[src/rtl/adder_arb.sv]
// Round-robin arbiter sharing one fixed-latency pipelined 8-bit adder among NREQ requesters,
// with tag-tracked result return and a drain/halt quiesce FSM. Optional: ADDER_ARB_CNT_EN.
module adder_arb #(
  parameter int unsigned NREQ = 4,
  parameter int unsigned LAT  = 5
) (
  input  logic                 clk,
  input  logic                 rst_n,
`ifdef ADDER_ARB_CNT_EN
  input  logic                 cnt_clr,
  output logic [16*NREQ-1:0]   grant_cnt,
`endif
  input  logic [NREQ-1:0]      req_valid,
  output logic [NREQ-1:0]      req_ready,
  input  logic [8*NREQ-1:0]    req_a,
  input  logic [8*NREQ-1:0]    req_b,
  input  logic [NREQ-1:0]      req_cin,
  output logic [7:0]           add_a,
  output logic [7:0]           add_b,
  output logic                 add_cin,
  output logic                 add_vld,
  input  logic [7:0]           add_sum,
  input  logic                 add_cout,
  output logic [NREQ-1:0]      rsp_valid,
  output logic [7:0]           rsp_sum,
  output logic                 rsp_cout,
  input  logic                 drain_req,
  output logic                 idle
);

  localparam int unsigned TW    = $clog2(NREQ);
  localparam int unsigned CW    = $clog2(LAT + 2) + 1;
  // The sum is only valid after edge E1+LAT, so the tag needs one stage beyond LAT.
  localparam int unsigned DEPTH = LAT + 1;

  typedef enum logic [1:0] {StRun, StDrain, StHalt} state_e;

  state_e          state_q, state_d;
  logic [TW-1:0]   ptr_q;
  logic [TW-1:0]   gnt_idx;
  logic [TW-1:0]   cand;
  logic            gnt_found;
  logic            gnt_en;
  logic            xfer;

  logic [7:0]      add_a_q, add_b_q;
  logic            add_cin_q, add_vld_q;
  logic [TW-1:0]   tag_q;

  logic            pipe_vld_q [DEPTH];
  logic [TW-1:0]   pipe_tag_q [DEPTH];
  logic            rsp_evt;
  logic [NREQ-1:0] rsp_onehot;

  logic [NREQ-1:0] rsp_valid_q;
  logic [7:0]      rsp_sum_q;
  logic            rsp_cout_q;
  logic [CW-1:0]   inflight_q;

  assign gnt_en = (state_q == StRun) && !drain_req;

  always_comb begin
    gnt_found = 1'b0;
    gnt_idx   = '0;
    cand      = '0;
    for (int unsigned k = 1; k <= NREQ; k++) begin
      cand = TW'((32'(ptr_q) + k) % NREQ);
      if (!gnt_found && req_valid[cand]) begin
        gnt_found = 1'b1;
        gnt_idx   = cand;
      end
    end
    req_ready = '0;
    if (gnt_en && gnt_found) req_ready[gnt_idx] = 1'b1;
  end

  assign xfer = gnt_en && gnt_found;

  always_ff @(posedge clk or negedge rst_n) begin
    if (!rst_n) begin
      ptr_q     <= TW'(NREQ - 1);
      add_a_q   <= 8'h00;
      add_b_q   <= 8'h00;
      add_cin_q <= 1'b0;
      add_vld_q <= 1'b0;
      tag_q     <= '0;
    end else begin
      add_vld_q <= xfer;
      if (xfer) begin
        ptr_q     <= gnt_idx;
        tag_q     <= gnt_idx;
        add_a_q   <= req_a[{gnt_idx, 3'b000} +: 8];
        add_b_q   <= req_b[{gnt_idx, 3'b000} +: 8];
        add_cin_q <= req_cin[gnt_idx];
      end
    end
  end

  always_ff @(posedge clk or negedge rst_n) begin
    if (!rst_n) begin
      for (int unsigned i = 0; i < DEPTH; i++) begin
        pipe_vld_q[i] <= 1'b0;
        pipe_tag_q[i] <= '0;
      end
    end else begin
      pipe_vld_q[0] <= add_vld_q;
      pipe_tag_q[0] <= tag_q;
      for (int unsigned i = 1; i < DEPTH; i++) begin
        pipe_vld_q[i] <= pipe_vld_q[i-1];
        pipe_tag_q[i] <= pipe_tag_q[i-1];
      end
    end
  end

  assign rsp_evt = pipe_vld_q[DEPTH-1];

  always_comb begin
    rsp_onehot = '0;
    rsp_onehot[pipe_tag_q[DEPTH-1]] = 1'b1;
  end

  always_ff @(posedge clk or negedge rst_n) begin
    if (!rst_n) begin
      rsp_valid_q <= '0;
      rsp_sum_q   <= 8'h00;
      rsp_cout_q  <= 1'b0;
    end else if (rsp_evt) begin
      rsp_valid_q <= rsp_onehot;
      rsp_sum_q   <= add_sum;
      rsp_cout_q  <= add_cout;
    end else begin
      rsp_valid_q <= '0;
    end
  end

  always_ff @(posedge clk or negedge rst_n) begin
    if (!rst_n) begin
      inflight_q <= '0;
    end else begin
      unique case ({xfer, rsp_evt})
        2'b10:   inflight_q <= inflight_q + CW'(1);
        2'b01:   inflight_q <= inflight_q - CW'(1);
        default: inflight_q <= inflight_q;
      endcase
    end
  end

  always_comb begin
    state_d = state_q;
    unique case (state_q)
      StRun:   if (drain_req) state_d = StDrain;
      StDrain: if (inflight_q == '0 && !add_vld_q) state_d = StHalt;
      StHalt:  if (!drain_req) state_d = StRun;
      default: state_d = StRun;
    endcase
  end

  always_ff @(posedge clk or negedge rst_n) begin
    if (!rst_n) state_q <= StRun;
    else        state_q <= state_d;
  end

  assign add_a     = add_a_q;
  assign add_b     = add_b_q;
  assign add_cin   = add_cin_q;
  assign add_vld   = add_vld_q;
  assign rsp_valid = rsp_valid_q;
  assign rsp_sum   = rsp_sum_q;
  assign rsp_cout  = rsp_cout_q;
  assign idle      = (state_q == StHalt);

`ifdef ADDER_ARB_CNT_EN
  for (genvar g = 0; g < NREQ; g++) begin : g_cnt
    logic [15:0] cnt_q;
    always_ff @(posedge clk or negedge rst_n) begin
      if (!rst_n)                             cnt_q <= 16'h0000;
      else if (cnt_clr)                       cnt_q <= 16'h0000;
      else if (xfer && gnt_idx == TW'(g))     cnt_q <= cnt_q + 16'h0001;
    end
    assign grant_cnt[16*g +: 16] = cnt_q;
  end
`endif

endmodule

[config.mk]
export PLATFORM = sky130hd
export DESIGN_NAME = adder_arb
export DESIGN_NICKNAME = d
export VERILOG_FILES = /design/src/rtl/adder_arb.sv
export SDC_FILE = /design/constraint.sdc
export NUM_CORES = 1
export LEC_CHECK = 0
export BUFFER_PORTS_ARGS = -buffer_cell sky130_fd_sc_hd__buf_2
export CORE_AREA = 2 2 62 107
export CTS_CLUSTER_DIAMETER = 100
export DETAILED_ROUTE_END_ITERATION = 6
export DIE_AREA = 0 0 64 109
export PLACE_DENSITY = 0.8
export SYNTH_ARGS = -nofsm -noshare
export SYNTH_HDL_FRONTEND = slang
export SYNTH_SLANG_ARGS = --single-unit
[constraint.sdc]
create_clock -name clk -period 3.38 [get_ports clk]
set_input_delay 0.169 -clock clk [delete_from_list [all_inputs] [get_ports clk]]
set_output_delay 0.169 -clock clk [all_outputs]
set_load 0.005 [all_outputs]
==> results by stage <==
Timing:
- The worst slew slack as a fraction of its limit is 58.2%.
- Setup violations remaining at the end of the flow were counted as 0.
- The final number of max-transition violations is 0.
- Setup repair after global routing left no endpoint under its margin.
- The maximum achievable frequency is 0.407 GHz.
- For the final database, setup skew stands at 0.00406 ns.
- Setup total negative slack on the finished layout was measured at 0 ns.
- After layout, the worst path uses 72.7% of the clock period.
- The tightest hold path in the finished design has a slack of 0.0685 ns.
- At the pin with the least slew margin, the transition time is 0.625 ns.
- The post-route minimum period is 2.46 ns.
- The total count of hold-check failures in the final report is 0.

Setup path:
- The most numerous cell type found on the critical path is sky130_fd_sc_hd__nand2_1.
- The startpoint of the worst register-to-register path is state_q[0].
- The largest single stage delay on the critical path is 0.58 ns.
- The critical path startpoint category is a register.
- The setup check on the worst reg-to-reg path leaves a slack of 1.01 ns.
- The worst endpoint data arrival time is 2.29 ns.
- The beginning of the critical path is state_q[0].
- Traced cell by cell, the critical path runs through nor3_1 > nand2_1 > inv_2 > nand2_1 > nor2b_1 > buf_2.
- The largest individual stage delay along the critical path comes from the cell sky130_fd_sc_hd__inv_2.
- The setup path with the least slack is of type reg2out.
- The worst reg-to-reg path cell count is 8.
- The endpoint of the worst setup timing path is req_ready[1].
- The endpoint identified for the worst register-to-register timing path is inflight_q[3].
- STA puts the critical path data required time at 3.21 ns.
- Of all nets on the critical path, the largest fanout is 40.
- The kind of end point of the critical path is an output port.

Yosys:
- The number of enable flip-flop cells after synthesis is 0.
- The xor and xnor area share after synthesis is 1.47%.
- The share of synthesized flip-flops with an asynchronous set or reset is 100%.
- Synthesis produced a netlist with a net count of 329.
- The Yosys step of the flow raised 0 warnings.
- Each instance of the synthesized netlist takes up on average 12.3 um^2.
- Of the synthesized area, sequential elements account for 49.8%.
- The simple-gate area share of the yosys netlist is 14.5%.
- The count of cell types in the netlist is 37.
- Of the total synthesized cell area, the portion taken by full adders, half adders and majority gates is 1.26%.
- By area, the combinational part of the netlist is dominated by multiplexers.
- Measured against the total synthesized area, the mux share comes to 16.3%.
- Summing the areas of all compound-gate instances in the mapped netlist gives 10.2% of the synthesized area.
- The flop and latch count out of synthesis is 59.
- The most common flop cell mapped by yosys is sky130_fd_sc_hd__dfrtp_1.
- After synthesis the cells add up to 0.00297 mm^2.
- The number of cells produced by synthesis is 242.

Routing:
- The count of nets left with antenna violations once routing finished came out at 0.
- The starting DRC count in detailed routing is 77.
- The DRC violation count after routing is 0.
- Dividing the detail-routed wire length by the instance count gives 14.0 um.
- The via-per-instance ratio is 5.09.
- For this block, the via count after detailed routing is 2,274.
- The count of TritonRoute iterations in the first routing pass is 4.
- The post-detailed-routing wire length is 6.27 mm.

Pwr:
- For this design the static power due to leakage is 1.82 nW.
- The design draws 2.84 mW.
- The total power density per cell area is 759 mW/mm^2.
- IR analysis of the VDD net gives a maximum drop of 0.437 mV.

Place:
- The number of input and output port buffers inserted is 119.
- Once detailed placement completed, the half-perimeter wirelength came to 4.71 mm.
- The cell count after placement is 430.
- At the end of routability-driven placement, the weighted congestion stood at 0.774.

Floorplan:
- The core outline area is 0.00613 mm^2.
- The row count is 38.
- In this run the vertical extent of the chip is 109 um.
- In this run the horizontal extent of the chip is 64 um.
- The die covers 0.00698 mm^2.
- The starting density of the core is 48.4%.
- 120 I/O pins were placed.

Cells and area:
- The antenna diode count is 0.
- The area growth from synthesis to layout is 25.9%.
- The library cells used most frequently in the layout, excluding fill and tap cells, are sky130_fd_sc_hd__buf_2, sky130_fd_sc_hd__dfrtp_1, sky130_fd_sc_hd__nand3_1.
- The final layout net count is 449.
- Cells with a size suffix above 1 make up 52.0% of the layout.
- After the flow finishes, the layout carries non-filler instances totaling 447.
- The most common cell after layout, fill and taps aside is sky130_fd_sc_hd__buf_2.

Clock tree:
- The TritonCTS clock tree is yes.
- The cell at the root of the clock tree is sky130_fd_sc_hd__clkbuf_8.
- The clock insertion delay at the later pin of the skew report is 0.33 ns.
- The clock drives 59 sinks.
- The quantity of gates resized following cts is 0.
- The clock passes through at most 2 buffers.
- The number of clock buffers added by TritonCTS is 9.
- Clock-pin slew was measured on the worst setup and hold paths at 0.07 ns.
- The H-tree depth reported by CTS is 3.

Status:
- The run finished with clean final reports.

Global route:
- The global-route wire length before repair is 9.99 mm.
- The number of global-route vias before repair came to 2,218.
- The global-route congestion overflow total is 0.
- The total routing usage reported by global routing is 18.8%.
- The maximum number of pins on one net before global-route repair is 41.
- The initial antenna violation count came to 1.

Run:
- The tool flagged a number of max-cap violations equal to 0.

Hold path:
- The worst hold path belongs to the class in2reg.
-- report_power, final --
| group | internal (mW) | switching, mW | total, mW |
|---|---|---|---|
| combinational | 0.511 | 0.498 | 1.01 |
| clock | 0.360 | 0.278 | 0.638 |
| sequential | 1.01 | 0.181 | 1.19 |
| total | 1.88 | 0.956 | 2.84 |
-- critical path: cells and delay by family (launching register included) --
| family | cells | cell delay [ns] |
|---|---|---|
| DFF | 1 | 0.40 |
| buffers and inverters | 2 | 0.70 |
| and+or+nand+nor | 4 | 0.86 |
-- area by class of cell --
cell class | count | area (um^2)
clock buffers | 10 | 138
flip-flops and latches | 59 | 1480
fillers | 515 | 2390
repair buffers | 125 | 643
clock inverters | 6 | 63.8
well taps | 80 | 100
multi-input cells | 166 | 1310
inverters | 1 | 3.75
-- cells in the mapped netlist (all sizes together), types with 3 or more instances --
cell	number	area (um^2)
ha	3	37.5
xor2	4	35.0
mux2	27	304
nand3	34	170
mux2i	18	180
buf	11	128
a21oi	3	15.0
clkbuf	5	58.8
nand2	21	78.8
dfrtp	57	1430
nor2b	5	31.3
nor2	10	37.5
o211ai	17	213
-- repair_timing --
| action | in CTS | in global routing |
|---|---|---|
| setup buffers | 0 | 0 |
| endpoints found under the hold margin | 23 | 0 |
| hold buffers | 1 | 0 |
-- registers in the layout (all words and copies together) (netlist names) --
register and cells:
add_cin 1, add_vld 1, add_a 8, pipe_vld_q 5, tag_q 2, rsp_evt 1, pipe_tag_q 12, rsp_cout 1
rsp_sum 8, rsp_valid 4, add_b 8, inflight_q 4, state_q 2, ptr_q 2
-- worst min path at each step --
stage                  to  cells after the start  slack (ns)        from
6_report         rsp_cout                      2        0.07    add_cout
5_1_grt        rsp_sum[7]                      2        0.06  add_sum[7]
4_1_cts          rsp_cout                      2        0.06    add_cout
3_5_place_dp   rsp_sum[6]                      1        0.18       rst_n
3_3_place_gp   rsp_sum[6]                      1        0.17       rst_n
2_1_floorplan    add_a[0]                      0       -0.13       rst_n
-- routing by layer --
layer,up-vias,part of all wire (%),wire [um],track usage [%]
met3,11,6.8,428,5.88
met1,1076,39,2460,21.7
met5,-,0.27,17,0
li1,1103,-,-,-
met4,2,1.8,116,7.92
met2,82,52,3250,32.1
-- logic make-up (layout without fill, tap and decap cells) --
group	count (synthesis)	after routing
XOR/XNOR	5	5
AND/OR/NAND/NOR	85	85
flip-flops	59	59
AO/OA/AOI/OAI	28	28
buffers and inverters	17	142
adder cells (fa/ha/maj)	3	3
multiplexers	45	45
-- through the flow --
| step | instance area [um^2] | setup slack (ns) | utilization, % |
|---|---|---|---|
| after floorplan | 2970 | 1.23 | - |
| after global placement | 3530 | 1.04 | 57.5 |
| after detailed placement | 3530 | 0.971 | 57.5 |
| after CTS | 3740 | 0.869 | 61.0 |
| after global routing | 3740 | 0.653 | 61.0 |
| final | 3740 | 0.922 | 61.0 |
No activity file was read; power rests on OpenSTA's default activity.
